## src/rtl/core_pkg.sv

```systemverilog
// Shared types and helpers for the vector register file access path.
// Sizes here describe a 32-register VRF of 64-byte registers in 8-byte words.
package core_pkg;

  localparam int VRFWordB   = 8;
  localparam int VLenB      = 64;
  localparam int NrVRegs    = 32;
  localparam int NrOpQueues = 2;

  localparam int VRegWords = VLenB / VRFWordB;
  localparam int AddrW     = $clog2(NrVRegs * VRegWords);

  typedef logic [$clog2(NrVRegs)-1:0] vreg_t;
  typedef logic [AddrW-1:0]           vrf_addr_t;
  typedef logic [8*VRFWordB-1:0]      vrf_data_t;
  typedef logic [7:0]                 vlen_t;

  localparam int WCntW = $bits(vlen_t) + 1 - $clog2(VRFWordB);
  typedef logic [WCntW-1:0] wcnt_t;

  typedef enum logic {
    Idle,
    Busy
  } req_state_e;

  typedef struct packed {
    vreg_t      vs1;
    vreg_t      vs2;
    logic [1:0] queue_req;
    vlen_t      vlB;
  } op_req_t;

  // First word address of a vector register.
  function automatic vrf_addr_t GetVRFAddr(input vreg_t vreg);
    return vrf_addr_t'(vreg) * vrf_addr_t'(VRegWords);
  endfunction

  // Number of VRF words covering vl bytes, rounded up.
  function automatic wcnt_t GetNrWords(input vlen_t vl);
    logic [$bits(vlen_t):0] s;
    s = {1'b0, vl} + ($bits(vlen_t)+1)'(VRFWordB - 1);
    return wcnt_t'(s >> $clog2(VRFWordB));
  endfunction

endpackage

```

## src/rtl/operand_fifo.sv

```systemverilog
// Operand word buffer: synchronous FIFO with a registered fill count,
// which the requester uses as read credit.
module operand_fifo #(
  parameter int Depth = 4,
  parameter int Width = 65
) (
  input  logic                         clk,
  input  logic                         rst,
  input  logic                         push,
  input  logic [Width-1:0]             push_data,
  input  logic                         pop,
  output logic                         valid,
  output logic [Width-1:0]             head,
  output logic [$clog2(Depth+1)-1:0]   count
);

  localparam int PtrW = (Depth > 1) ? $clog2(Depth) : 1;
  localparam int CntW = $clog2(Depth + 1);

  logic [Width-1:0] mem [Depth];
  logic [PtrW-1:0]  wr_q;
  logic [PtrW-1:0]  rd_q;
  logic             do_pop;

  assign valid  = count != '0;
  assign do_pop = pop && valid;
  assign head   = mem[rd_q];

  function automatic logic [PtrW-1:0] wrap(input logic [PtrW-1:0] p);
    return (p == PtrW'(Depth - 1)) ? '0 : p + 1'b1;
  endfunction

  // Storage carries no reset; an empty count masks stale entries.
  always_ff @(posedge clk) begin
    if (push) mem[wr_q] <= push_data;
  end

  // Pointers and fill count.
  always_ff @(posedge clk or posedge rst) begin
    if (rst) begin
      wr_q  <= '0;
      rd_q  <= '0;
      count <= '0;
    end else begin
      if (push)   wr_q <= wrap(wr_q);
      if (do_pop) rd_q <= wrap(rd_q);
      count <= count + CntW'(push) - CntW'(do_pop);
    end
  end

endmodule

```

## src/rtl/operand_requester.sv

```systemverilog
// Reads vs1/vs2 words from the VRF for one launched request at a time
// and feeds them in order into operand queues A and B.
module operand_requester
  import core_pkg::*;
#(
  parameter int QueueDepth = 4
) (
  input  logic                         clk_i,
  input  logic                         rst_i,
  input  logic                         op_req_valid_i,
  output logic                         op_req_ready_o,
  input  op_req_t                      op_req_i,
  output logic                         vrf_rd_valid_o,
  input  logic                         vrf_rd_ready_i,
  output vrf_addr_t                    vrf_rd_addr_o,
  input  vrf_data_t                    vrf_rd_data_i,
  output logic [NrOpQueues-1:0]        opq_valid_o,
  input  logic [NrOpQueues-1:0]        opq_ready_i,
  output vrf_data_t [NrOpQueues-1:0]   opq_data_o,
  output logic [NrOpQueues-1:0]        opq_last_o
);

  localparam int CntW = $clog2(QueueDepth + 1);
  localparam int EntW = $bits(vrf_data_t) + 1;

  req_state_e state_q;
  vrf_addr_t  base_q [NrOpQueues];
  wcnt_t      rem_q  [NrOpQueues];
  wcnt_t      idx_q  [NrOpQueues];
  logic       ptr_q;
  logic       pend_q;
  logic       pend_sel_q;
  logic       ret_valid_q;
  logic       ret_tag_q;
  logic       ret_last_q;

  logic [CntW-1:0]       occ   [NrOpQueues];
  logic [CntW:0]         load  [NrOpQueues];
  logic [EntW-1:0]       head  [NrOpQueues];
  logic [NrOpQueues-1:0] fvalid;
  logic [NrOpQueues-1:0] push;
  logic [NrOpQueues-1:0] elig;
  logic                  sel;
  logic                  acc;
  logic                  done;

  assign op_req_ready_o = state_q == Idle;

  // Credit check, arbitration and the VRF read request.
  always_comb begin
    elig = '0;
    for (int q = 0; q < NrOpQueues; q++) begin
      load[q] = {1'b0, occ[q]}
              + (CntW+1)'(ret_valid_q && (ret_tag_q == q[0]));
      elig[q] = (state_q == Busy) && (rem_q[q] != '0)
              && (load[q] < (CntW+1)'(QueueDepth));
    end
    if (pend_q)            sel = pend_sel_q;
    else if (elig[ptr_q])  sel = ptr_q;
    else                   sel = ~ptr_q;
    vrf_rd_valid_o = pend_q || (|elig);
    vrf_rd_addr_o  = base_q[sel] + vrf_addr_t'(idx_q[sel]);
    acc  = vrf_rd_valid_o && vrf_rd_ready_i;
    done = 1'b1;
    for (int q = 0; q < NrOpQueues; q++) begin
      if (rem_q[q] != wcnt_t'(acc && (sel == q[0]))) done = 1'b0;
    end
  end

  // Request FSM, read bookkeeping and the 1-deep return register.
  always_ff @(posedge clk_i or posedge rst_i) begin
    if (rst_i) begin
      state_q     <= Idle;
      ptr_q       <= 1'b0;
      pend_q      <= 1'b0;
      pend_sel_q  <= 1'b0;
      ret_valid_q <= 1'b0;
      ret_tag_q   <= 1'b0;
      ret_last_q  <= 1'b0;
      for (int q = 0; q < NrOpQueues; q++) begin
        base_q[q] <= '0;
        rem_q[q]  <= '0;
        idx_q[q]  <= '0;
      end
    end else begin
      ret_valid_q <= acc;
      ret_tag_q   <= sel;
      ret_last_q  <= rem_q[sel] == wcnt_t'(1);
      unique case (state_q)
        Idle: begin
          if (op_req_valid_i) begin
            base_q[0] <= GetVRFAddr(op_req_i.vs1);
            base_q[1] <= GetVRFAddr(op_req_i.vs2);
            for (int q = 0; q < NrOpQueues; q++) begin
              rem_q[q] <= op_req_i.queue_req[q]
                        ? GetNrWords(op_req_i.vlB) : '0;
              idx_q[q] <= '0;
            end
            ptr_q   <= 1'b0;
            pend_q  <= 1'b0;
            state_q <= Busy;
          end
        end
        Busy: begin
          if (acc) begin
            rem_q[sel] <= rem_q[sel] - 1'b1;
            idx_q[sel] <= idx_q[sel] + 1'b1;
            ptr_q      <= ~sel;
          end
          pend_q     <= vrf_rd_valid_o && !vrf_rd_ready_i;
          pend_sel_q <= sel;
          if (done) state_q <= Idle;
        end
        default: state_q <= Idle;
      endcase
    end
  end

  // Returned words land in the queue named by the tag.
  always_comb begin
    for (int q = 0; q < NrOpQueues; q++) begin
      push[q]          = ret_valid_q && (ret_tag_q == q[0]);
      opq_valid_o[q]   = fvalid[q];
      opq_last_o[q]    = fvalid[q] && head[q][EntW-1];
      opq_data_o[q]    = head[q][EntW-2:0];
    end
  end

  for (genvar q = 0; q < NrOpQueues; q++) begin : g_opq
    operand_fifo #(
      .Depth (QueueDepth),
      .Width (EntW)
    ) i_fifo (
      .clk       (clk_i),
      .rst       (rst_i),
      .push      (push[q]),
      .push_data ({ret_last_q, vrf_rd_data_i}),
      .pop       (opq_ready_i[q]),
      .valid     (fvalid[q]),
      .head      (head[q]),
      .count     (occ[q])
    );
  end

endmodule

```

## config.mk

```make
export PLATFORM = sky130hd
export DESIGN_NAME = operand_requester
export DESIGN_NICKNAME = d
export VERILOG_FILES = /design/src/rtl/core_pkg.sv /design/src/rtl/operand_fifo.sv /design/src/rtl/operand_requester.sv
export SDC_FILE = /design/constraint.sdc
export NUM_CORES = 1
export LEC_CHECK = 0
export ABC_AREA = 1
export BUFFER_PORTS_ARGS = -buffer_cell sky130_fd_sc_hd__buf_2
export CORE_MARGIN = 3
export CORE_UTILIZATION = 59
export DETAILED_ROUTE_END_ITERATION = 8
export PLACE_DENSITY = 0.8
export SLEW_MARGIN = 20
export SYNTH_ARGS = -nofsm -noshare
export SYNTH_HDL_FRONTEND = slang
export SYNTH_SLANG_ARGS = --single-unit
```

## constraint.sdc

```tcl
create_clock -name clk_i -period 4.38 [get_ports clk_i]
set_input_delay 0.219 -clock clk_i [delete_from_list [all_inputs] [get_ports clk_i]]
set_output_delay 0.219 -clock clk_i [all_outputs]
set_load 0.02 [all_outputs]
```

# After elaboration in Yosys (flattened, before gate mapping)
# Memory sizes are Yosys's and may differ from the RTL's.
# Index checks and enable logic that the tools add are counted.
[word_totals]
mem_count = 2
in_bits = 90
regBits = 55
out_inout_bits = 142
wordCells = 120
mem_bits_rw = 520
[classes]
addsub = 14
n_eq_ne = 9
n_reduce_logical = 24
bitwise = 5
mux = 42
magnitude_cmp = 5
[mem_list]
columns = ["memory", "words", "word_bits", "rd", "rd_clocked_by_memory_dff", "wr", "line", "text"]
rows = [
  ["g_opq[0].i_fifo.mem", 4, 65, 1, 0, 1, "operand_fifo.sv:20", "logic [Width-1:0] mem [Depth];"],
  ["g_opq[1].i_fifo.mem", 4, 65, 1, 0, 1, "operand_fifo.sv:20", ""],
]
[ops]
columns = ["cell", "count"]
rows = [
  ["$mux W6", 9],
  ["$mux W12", 4],
  ["$pmux W12 S2", 2],
  ["$bwmux W12", 2],
  ["$mux W8", 3],
  ["$logic_and A1 B1 Y1", 15],
  ["$mux W1", 14],
  ["$ne A6 B1 Y1", 2],
  ["$reduce_bool A6 Y1", 2],
  ["$add A8 B3 Y9 const B", 1],
  ["$add A2 B1 Y2 const B", 4],
  ["$add A3 B1 Y4", 2],
  ["$add A8 B6 Y8", 1],
  ["$eq A2 B2 Y1 const B", 4],
  ["$lt A4 B3 Y1 const B", 2],
  ["$mux W2", 4],
  ["$add A3 B1 Y3", 2],
  ["$add A6 B1 Y6 const B", 1],
  ["$demux W6 S1", 1],
  ["$eq A6 B1 Y1 const B", 1],
  ["$pmux W1 S2", 3],
  ["$reduce_bool A3 Y1", 2],
  ["$sub A3 B1 Y3", 2],
  ["$sub A6 B1 Y6 const B", 1],
  ["11 further kinds", 15],
]

# Depth between registers and ports, before layout
# Gate-level depths: netlist of the first run.
[depth]
word_depth = 17
ltp_mapped = 18
ltp_nobuf = 17

# Cells and area by module
# A second synthesis of the first run with hierarchy kept.
[hier_totals]
hier_cells = 1988
area_unflattened_um2 = 24427.2
[modules_own_cells]
columns = ["module", "seq_area_each_um2", "area_per_inst_um2", "instances", "cells_per_inst"]
rows = [
  ["operand_fifo", 7982.7, 10864.2, 2, 810],
  ["operand_requester", 1026.0, 2698.8, 1, 368],
]

# Worst setup path before layout of the first run
# Ideal clock, no wire load.
[synth_path]
path_kind = "flip-flop to flip-flop"
startpoint = "register ret_valid_q"
endpoint = "memory g_opq[0].i_fifo.mem[0][0], enable pin"
required_ns = 3.892
t_arrival_ns = 3.455
setup_ns = 0.488
path_buffers = 0
synth_period_minus_slack_ns = 3.943
path_slack_ns = 0.437
path_stages_with_launch = 5
cell_sequence = "dfrtp_1 inv_2 nor2_4 inv_1 nor2_1"
[synth_between]
elab_chain_len = 3
[synth_lines]
columns = ["item", "line", "text"]
rows = [
  ["from (decl)", "operand_requester.sv:33", "logic ret_valid_q;"],
  ["from (signal assigned)", "operand_requester.sv:77", "ret_valid_q <= 1'b0;"],
  ["from (signal assigned)", "operand_requester.sv:86", "ret_valid_q <= acc;"],
  ["$logic_and A1 B1 Y1", "operand_requester.sv:122", "push[q] = ret_valid_q && (ret_tag_q == q[0]);"],
  ["$mux W1", "operand_fifo.sv:35", "if (push) mem[wr_q] <= push_data;"],
  ["$mux W1 (implied by the code)", "operand_fifo.sv:35", ""],
  ["to (decl)", "operand_fifo.sv:20", ""],
]
# No other way between the ends.

# Worst setup path in the final report of the first run
[layout_path]
startpoint = "register g_opq[0].i_fifo.count[1]"
endpoint = "output port vrf_rd_addr_o[7]"
[layout_between]
elab_chain_len = 12
word_cells_on_any_way = 15
classes_between = "add/sub: 2; order compare: 1; mux: 10; bitwise: 1; reduce/logical: 1"
[layout_lines]
columns = ["item", "line", "text"]
rows = [
  ["from (decl)", "operand_fifo.sv:14", "output logic [$clog2(Depth+1)-1:0] count"],
  ["from (signal assigned)", "operand_fifo.sv:47", "count <= count + CntW'(push) - CntW'(do_pop);"],
  ["$add A3 B1 Y4 (*)", "operand_requester.sv:54", "+ (CntW+1)'(ret_valid_q && (ret_tag_q == q[0]));"],
  ["$lt A4 B3 Y1 (*)", "operand_requester.sv:56", "&& (load[q] < (CntW+1)'(QueueDepth));"],
  ["$logic_and A1 B1 Y1 (*)", "operand_requester.sv:56", ""],
  ["$mux W1 (implied by the code) (*) (2 in series)", "operand_requester.sv:59", "else if (elig[ptr_q]) sel = ptr_q;"],
  ["$mux W1 (*)", "operand_requester.sv:59", ""],
  ["$mux W1 (*)", "operand_requester.sv:58", "if (pend_q) sel = pend_sel_q;"],
  ["$not A1 Y2 (implied by the code) (*)", "operand_requester.sv:62", "vrf_rd_addr_o = base_q[sel] + vrf_addr_t'(idx_q[sel]);"],
  ["$mux W8 (implied by the code) / $mux W6 (equally long branches) (3 in series)", "operand_requester.sv:62", ""],
  ["$add A8 B6 Y8 (*)", "operand_requester.sv:62", ""],
  ["to (decl)", "operand_requester.sv:15", "output vrf_addr_t vrf_rd_addr_o,"],
]
# Every way passes the cells marked *; elsewhere a longest branch is shown, timed or not. The select of a mux whose other input is x is not followed.

==> results.md, run 1 <==
Placed design:
- Summed over all nets, the half-perimeter wirelength after detailed placement is ~30000 um.
- Prior to clock tree synthesis, the placed netlist has a worst setup slack of around 1.1 ns.
- Port buffering added 231 buffers.
- The final weighted congestion of routability-driven global placement is 0.850.

Power and ir drop:
- The power density of the placed cells is roughly 740 nW/um^2.
- Summed over all cells, the static leakage comes to around 0.0098 uW.
- The maximum vdd ir drop is 0.612 mV.

Cells and area:
- The fraction of final layout cells with drive strength greater than 1 is between 10% and 20%.
- The area occupied by multi-input gates is ~5000 sq um.
- In the final design database the tool counted 2129 nets.
- The layout has about 2400 filler cells.
- The post-synthesis to final-layout area growth is 19.1%.
- The register area is between 15000 and 20000 sq um.

Die:
- The boundary pin count is 232.
- The die width is 202 um.
- The chip height is between 200 and 250 um.
- The floorplan step defined a die boundary enclosing 40700 sq um.
- The number of rows in the core area is slightly above 70.
- The area of the placeable core is roughly 38000 sq um.
- Once the floorplan was initialized, standard cells occupied ~60% of the core.

Drt:
- The first routing iteration left around 1200 violations.
- For this run, the detailed router's first-pass iteration total came to 5.
- Dividing the detail-routed via count by the number of cells gives 5.84.
- The post-detailed-routing wire length is 54700 um.
- After detailed routing, the number of remaining DRC violations is 0.
- The via count is between 15000 and 20000.
- The final routed wire length divided by cell count is between 20 and 25 um.
- The number of routed nets with antenna violations is 0.

Critical path:
- The startpoint identified for the worst register-to-register timing path is g_opq[0].i_fifo.count[1].
- Data arrives at the worst endpoint at around 3.7 ns.
- STA puts the critical path data required time at ~4.2 ns.
- The critical path launch point type is a flip-flop.
- The kind of end point of the critical path is a primary output.
- Along the worst path, the maximum fanout reaches 31.
- The worst setup path startpoint is g_opq[0].i_fifo.count[1].
- The startpoint-to-endpoint class of the critical path is reg -> out.

Yosys:
- The dominant combinational cell family by area after synthesis is compound AO/OA/AOI/OAI gates.
- By count the netlist is led by edfxtp_1 (520), nor2_1 (308), o21ai_0 (285).
- The synthesized netlist cell count is about 1700.
- Summed over all instances, the cell type with the most area after synthesis is edfxtp_1.
- Sequential elements use approximately 75% of the synthesized area.
- The most used flip-flop cell after synthesis is edfxtp_1.
- The synthesized-area fraction occupied by xor and xnor cells is less than 1%.
- The synthesized area per cell is about 13 sq um.
- Counting flops with a built-in enable in the synthesized netlist gives 520.
- Summing the areas of all and, or, nand and nor instances in the mapped netlist gives approximately 9% of the synthesized area.
- The proportion of synthesized area in mux cells is less than 1%.
- The Yosys step of the flow raised 0 warnings.
- The distinct cell type count after synthesis is 39.
- Summing the areas of all fa, ha and maj instances in the mapped netlist gives roughly 1.4% of the synthesized area.
- The area share of the largest cell type after synthesis is 69.0%.
- The synthesized netlist devotes approximately 11% of its cell area to compound gates.
- After synthesis the cells add up to 22600 sq um.
- The number of nets in the synthesized netlist is 1836.
- The number of register bits inferred by synthesis is between 500 and 600.
- The share of flip-flops with an asynchronous set or reset is 9.57%.
- By instance count, the leading cell after synthesis is edfxtp_1.
- By area the synthesized netlist is led by edfxtp_1 (69%), o21ai_0 (6.3%), dfrtp_1 (6.1%), nor2_1 (5.1%), o22ai_1 (3.6%).

Clock network:
- The total number of clock tree sinks is approximately 580.
- The number of hold-repair buffers added at the cts stage is 77.
- The number of buffers created by CTS is 55.
- The clock tree from TritonCTS is built.
- The total number of H-tree levels is 2.
- Post-CTS timing repair inserted 0 buffers for setup.
- The root buffer cell is clkbuf_16.
- Clock latency on the worst-skew pair, taken at its later pin, is just over 0.6 ns.
- The post-CTS resize count is 0.
- Clock-pin slew was measured on the worst setup and hold paths at 0.06 ns.
- The longest clock path from root to sink contains 3 buffers.

Hold path:
- The min-delay analysis places its worst path in the category in -> reg.
- The worst min-delay path startpoint is op_req_valid_i.

Timing:
- The final setup skew is roughly 0.034 ns.
- Based on the critical path, the design can be clocked at up to between 200 and 300 MHz.
- Of the available clock period, the critical path in the final layout requires between 90 and 100%.
- The final hold violation count is 0.
- Headroom to the max-slew limit came out at 26.7%.
- The number of pins with negative max-slew slack in the final report is 0.
- The worst path meets setup with 0.417 ns of slack.
- The final setup TNS is 0 ns.
- Setup repair after global routing left no endpoint under its margin.
- The slew at the pin with the worst max-slew slack is between 1 and 1.5 ns.
- Counting I/O delays and the setup requirement, the final critical path takes 3.96 ns.
- Setup violations remaining at the end of the flow were counted as 0.

GRT:
- The wire length of the first global-routing pass is between 80000 and 90000 um.
- In the global route stage, overall resource usage came out at between 20% and 30%.
- The maximum number of pins on one net before global-route repair is just under 90.
- The initial antenna violation count is 0.
- After global routing the overflow that remains totals 0.
- The number of global-route vias before repair is roughly 15000.

Flow run:
- The number of maximum-capacitance constraint violations is 0.

Outcome:
- The flow ran to the end, and the final reports show no timing, DRC or antenna violations.
## stage by stage
step | total power (uW) | hold WS, ns | util (%) | instances | cell area [sq um]
after global placement | 14800 | 0.348 | 64.5 | 2393 | 24300
after detailed placement | 15100 | 0.353 | 64.5 | 2393 | 24300
after CTS | 19900 | 0.0158 | 71.4 | 2573 | 27000
final | 19900 | 0.0419 | 71.4 | 2574 | 27000
after global routing | 20900 | 0.0375 | 71.4 | 2573 | 27000
after floorplan | 12400 | 0.318 | - | 1723 | 22600
## layout by cell type, fill, tap and decap left out, types with 15 or more instances in the layout
cell / count
nand3_1: 32
inv_1: 72
o21ai_0: 285
nand2_1: 100
o22ai_1: 132
buf_4: 15
nor2_1: 300
buf_2: 231
dfrtp_1: 51
ha_1: 20
edfxtp_1: 520
clkbuf_16: 56
dlygate4sd3_1: 77
## metal layers
metal	vias to the layer above	wire length, um	GRT usage (%)
li1	6860	-	-
met3	113	4590	4.77
met5	-	0	0
met2	712	27500	45.7
met4	0	1690	10.2
met1	7357	21000	34.9
## cells by family after synthesis
| group | Yosys count |
|---|---|
| AND/OR/NAND/NOR | 482 |
| buffers and inverters | 179 |
| adder cells (fa/ha/maj) | 23 |
| multiplexers | 1 |
| AO/OA/AOI/OAI | 453 |
| XOR/XNOR | 10 |
| flip-flops | 575 |
## worst max-delay path, cell delays in order (launching register included)
cell and delay [ns]:
dfrtp_1 0.45, ha_1 0.24, nand4_1 0.10, nand2_1 0.07, nor2_2 0.12, nand2_2 0.07, nand2_2 0.08, nand3_4 0.12
nand2_4 0.37, nand2_2 0.12, o21ai_4 0.12, ha_1 0.21, inv_1 0.06, fa_1 0.40, o21ai_0 0.19, nand2_1 0.09
xor2_1 0.17, buf_2 0.19
## final timing paths
check,endpoint,slack [ns],cells after the start
max in group asynchronous,g_opq[0].i_fifo.rd_q[0],3.26,4
min reg2reg,base_q[14],0.47,2
min in group asynchronous,idx_q[2],0.30,3
max reg2reg,idx_q[4],1.72,15
min,pend_q,0.04,3
max,vrf_rd_addr_o[7],0.42,17
## state kept, by name (all words and copies together) (netlist names), 4 cells and up
register            cells
g_opq.i_fifo.count      6
rem_q                  12
g_opq.i_fifo.mem      520
base_q                 10
idx_q                  12
g_opq.i_fifo.wr_q       4
g_opq.i_fifo.rd_q       4
## where the power goes
group	switching, uW	internal, uW	total (uW)	leakage (uW)
sequential	463	6920	7380	0.00539
combinational	5550	2170	7720	0.00352
clock	2010	2760	4770	0.000886
## area by class of cell
cell class / count / area share (%)
sequential: 575 / 63.1
multi-input combinational: 969 / 18.5
timing repair buffer: 329 / 8.01
clock buffer: 64 / 5.31
tap: 511 / 2.37
clock inverter: 39 / 1.53
inverter: 86 / 1.22
antenna: 1 / 0.00928
Power figures use the tool's default switching activity.
==> inputs of run 2 (changes only) <==
- CORE_UTILIZATION: 59 -> 55
- CTS_BUF_LIST: default -> sky130_fd_sc_hd__clkbuf_2 sky130_fd_sc_hd__clkbuf_4 sky130_fd_sc_hd__clkbuf_8
- PLACE_DENSITY: 0.8 -> 0.78
- SKIP_CTS_REPAIR_TIMING: default -> 1
- clock period: 4.38 -> 3.6 ns (I/O delays scaled with it)
==> run 2 against run 1 <==
Clock power increased by 8.4%. Clock-buffer cell count increased by 62. Sequential power increased by 22%. Global-route usage decreased by 2.6 points. Final cell count increased by 3.1%. Wire length decreased by 0.12%. Final area increased by 0.18%. Via count increased by 0.36%. Die area increased by 7.1%. Sequential cell count unchanged.
==> results.md, run 2 (same netlist as run 1, synthesis figures left out) <==
Drt:
- After detailed routing, the number of remaining DRC violations is 0.
- The via count is around 15000.
- In this run, the number of DRC markers left after iteration 0 of detailed routing was between 1000 and 1500.
- Dividing the detail-routed wire length by the instance count gives a little over 20 um.
- The routed design has ~55000 um of wire.
- The first TritonRoute pass finished after 5 iterations.
- Using the TritonRoute via totals, the vias-per-cell ratio works out to between 5 and 6.
- The count of nets left with antenna violations once routing finished came out at 0.

Critical path:
- The largest fanout on the critical path is 5.
- STA classifies the critical path startpoint as a flip-flop.
- Together, buffers and inverters on the worst path number 2.
- In this design, the stage delay of the slowest critical-path cell is ~0.42 ns.
- The start of the worst register-to-register path is g_opq[0].i_fifo.count[2].
- On the critical path the largest part of the delay comes from simple AND/OR/NAND/NOR gates.
- For the worst setup path, the data required time is roughly 3.4 ns.
- The endpoint identified for the worst register-to-register timing path is g_opq[0].i_fifo.count[2].
- Traced cell by cell, the critical path runs through ha_1 > nand4_1 > nand2_1 > nor2_2 > nand2_2 > nand2_2 > nand3_4 > nand2_8 > nand2_2 > o21ai_4 > ha_4 > inv_1 > fa_2 > o21ai_1 > nand2_1 > xor2_1 > buf_4.
- The slack of the worst reg-to-reg path is 1.01 ns.
- The kind of end point of the critical path is a primary output.
- The setup path with the least slack is of type reg -> out.
- The highest-delay cell along the critical path is dfrtp_2.
- The cell repeated most along the worst path is nand2_2.
- For the worst flop-to-flop path, the logic depth is 11.
- The data arrival time at the worst-slack endpoint is ~3.3 ns.

Clock network:
- CTS saw ~580 sinks.
- The number of buffers created by CTS is 89.
- In this run the number of H-tree levels came out at 3.
- TritonCTS built the clock tree.
- After clock tree synthesis, the clock-pin slew on the worst setup and hold paths is roughly 0.060 ns.
- The root buffer cell is clkbuf_8.
- The source-to-sink clock delay at the later pin of the worst-skew pair is roughly 0.64 ns.
- The largest buffer count on any clock path is 3.

GRT:
- The maximum number of pins on one net before global-route repair is slightly above 90.
- The initial antenna violation count is 1.
- The number of global-route vias before repair is 14700.
- For this run, global-route usage on met3 was measured as between 4 and 5%.
- The global routing usage on met2 is 40.0%.
- The first global-routing pass estimated a little over 80000 um of wire.
- The overall routing resource usage is around 24%.
- In this run the most used layer during global routing was met2.
- The leftover overflow at the end of global routing is 0.
- For met1 alone, demand over resource in global routing was between 30% and 40%.

Die:
- The chip height is between 200 and 250 um.
- The number of rows in the core area is 73.
- The full die area is about 44000 sq um.
- The initial cell density of the core is around 56%.
- The die width is approximately 210 um.
- The boundary pin count is 232.
- The floorplan step defined a core boundary enclosing around 40000 sq um.

Placed design:
- The final weighted congestion of routability-driven global placement is 0.865.
- The cell area after placement is between 20000 and 25000 sq um.
- The count of buffers added on input and output ports is about 230.
- Detailed placement ended at an HPWL of between 30000 and 40000 um.
- At the placement stage, the worst setup path has a slack of 0.579 ns.

Timing:
- The tightest slew margin relative to the limit is around 34%.
- After layout, the worst setup slack is 0.145 ns.
- The share of the clock period used by the worst path is approximately 96%.
- The time the worst path needs with I/O delays and setup is approximately 3.5 ns.
- The clock arrives with roughly 0.024 ns of skew.
- The number of setup violations in the final report is 0.
- The final hold violation count came to 0.
- For the pin with the worst max-slew slack, the measured transition is about 1 ns.
- The number of pins with negative max-slew slack in the final report is 0.
- The timing-limited maximum frequency is just under 300 MHz.

Cells and area:
- In the final layout, the registers with the most flip-flops are g_opq.i_fifo.mem x520, idx_q x12, rem_q x12.
- The cell area after layout is about 27000 sq um.
- The number of inserted diodes is 0.
- The post-synthesis to final-layout area growth is 19.3%.
- The most common cell after layout, fill and taps aside is edfxtp_1.
- In the final layout, the share of cells above drive strength 1 is between 20% and 30%.
- Leaving out fill and tap cells, the most frequent cells in the layout are edfxtp_1 (520), nor2_1 (299), o21ai_0 (282).
- The largest register by flop count is g_opq.i_fifo.mem.
- The number of flip-flops in the largest register is 520.
- The net total in the final layout is 2178.

Power and ir drop:
- For this design the ratio of total power to cell area is just under 900 nW/um^2.
- IR analysis of the VDD net gives a maximum drop of 0.646 mV.
- The leakage power is between 0.009 and 0.01 uW.

Outcome:
- The run finished with clean final reports.

Hold path:
- The endpoint of the worst hold-timing path is rem_q[11].
- The min-delay analysis places its worst path in the category in -> reg.
- The worst min-delay path startpoint is op_req_i[7].
- Along the worst hold path, the cell count comes to 5.

Flow run:
- The number of maximum-capacitance constraint violations is 0.
-- run 2: cell types whose count changed in the layout (fill, tap and decap cells not counted), sizes merged --
cell / change
diode: -1
clkinvlp: -4
clkbuf: +62
bufinv: -6
nand2: +1
dlygate4sd3: +2
buf: +12
-- run 2: power by group --
group	total (uW)	internal (uW)	leakage [uW]	switching [uW]
sequential	8980	8430	0.00538	556
clock	5170	2790	0.000895	2370
combinational	9580	2800	0.00361	6780
total	23700	14000	0.00989	9710
-- run 2: through the flow --
step / std cells / hold WS [ns] / TNS (ns) / util (%) / power (uW)
global placement: 2412 / 0.381 / 0 / 60.7 / 18100
CTS: 2567 / -0.320 / -0.180 / 64.9 / 23600
detailed placement: 2412 / 0.389 / 0 / 60.7 / 18400
finish: 2654 / 0.0160 / 0 / 67.2 / 23700
floorplan: 1723 / 0.279 / -89.30 / - / 15100
global route: 2654 / 0.0256 / -0.0277 / 67.2 / 25100
-- run 2: final cells by class --
class | instances | area, sq um
sequential | 575 | 17000
inverter | 86 | 328
tap | 525 | 657
fill | 2806 | 13200
clock inverter | 29 | 156
timing repair buffer | 343 | 2300
clock buffer | 126 | 1530
multi-input combinational | 970 | 5030
-- run 2: worst max-delay path by stage --
stage                                  start                        end  slack [ns]  cells past startpoint
finish              g_opq[0].i_fifo.count[1]           vrf_rd_addr_o[7]        0.14                     17
global route        g_opq[0].i_fifo.count[1]           vrf_rd_addr_o[7]       -0.03                     17
CTS                              ret_valid_q           vrf_rd_addr_o[7]       -0.16                     15
detailed placement               ret_valid_q           vrf_rd_addr_o[7]        0.58                     15
global placement    g_opq[0].i_fifo.count[1]           vrf_rd_addr_o[7]        0.66                     16
floorplan                        ret_valid_q  g_opq[0].i_fifo.mem[0][0]       -0.34                      4
-- run 2: layer usage --
metal / part of all wire, % / up-vias
li1: - / 6952
met1: 40 / 7398
met2: 50 / 653
met3: 8.0 / 91
met4: 2.3 / 2
met5: 0.013 / -
-- run 2: worst min-delay path: cells and delay by family --
kind	cells	cell delay [ns]
buf+inv	2	0.18
compound gates	2	0.19
simple gates	1	0.07
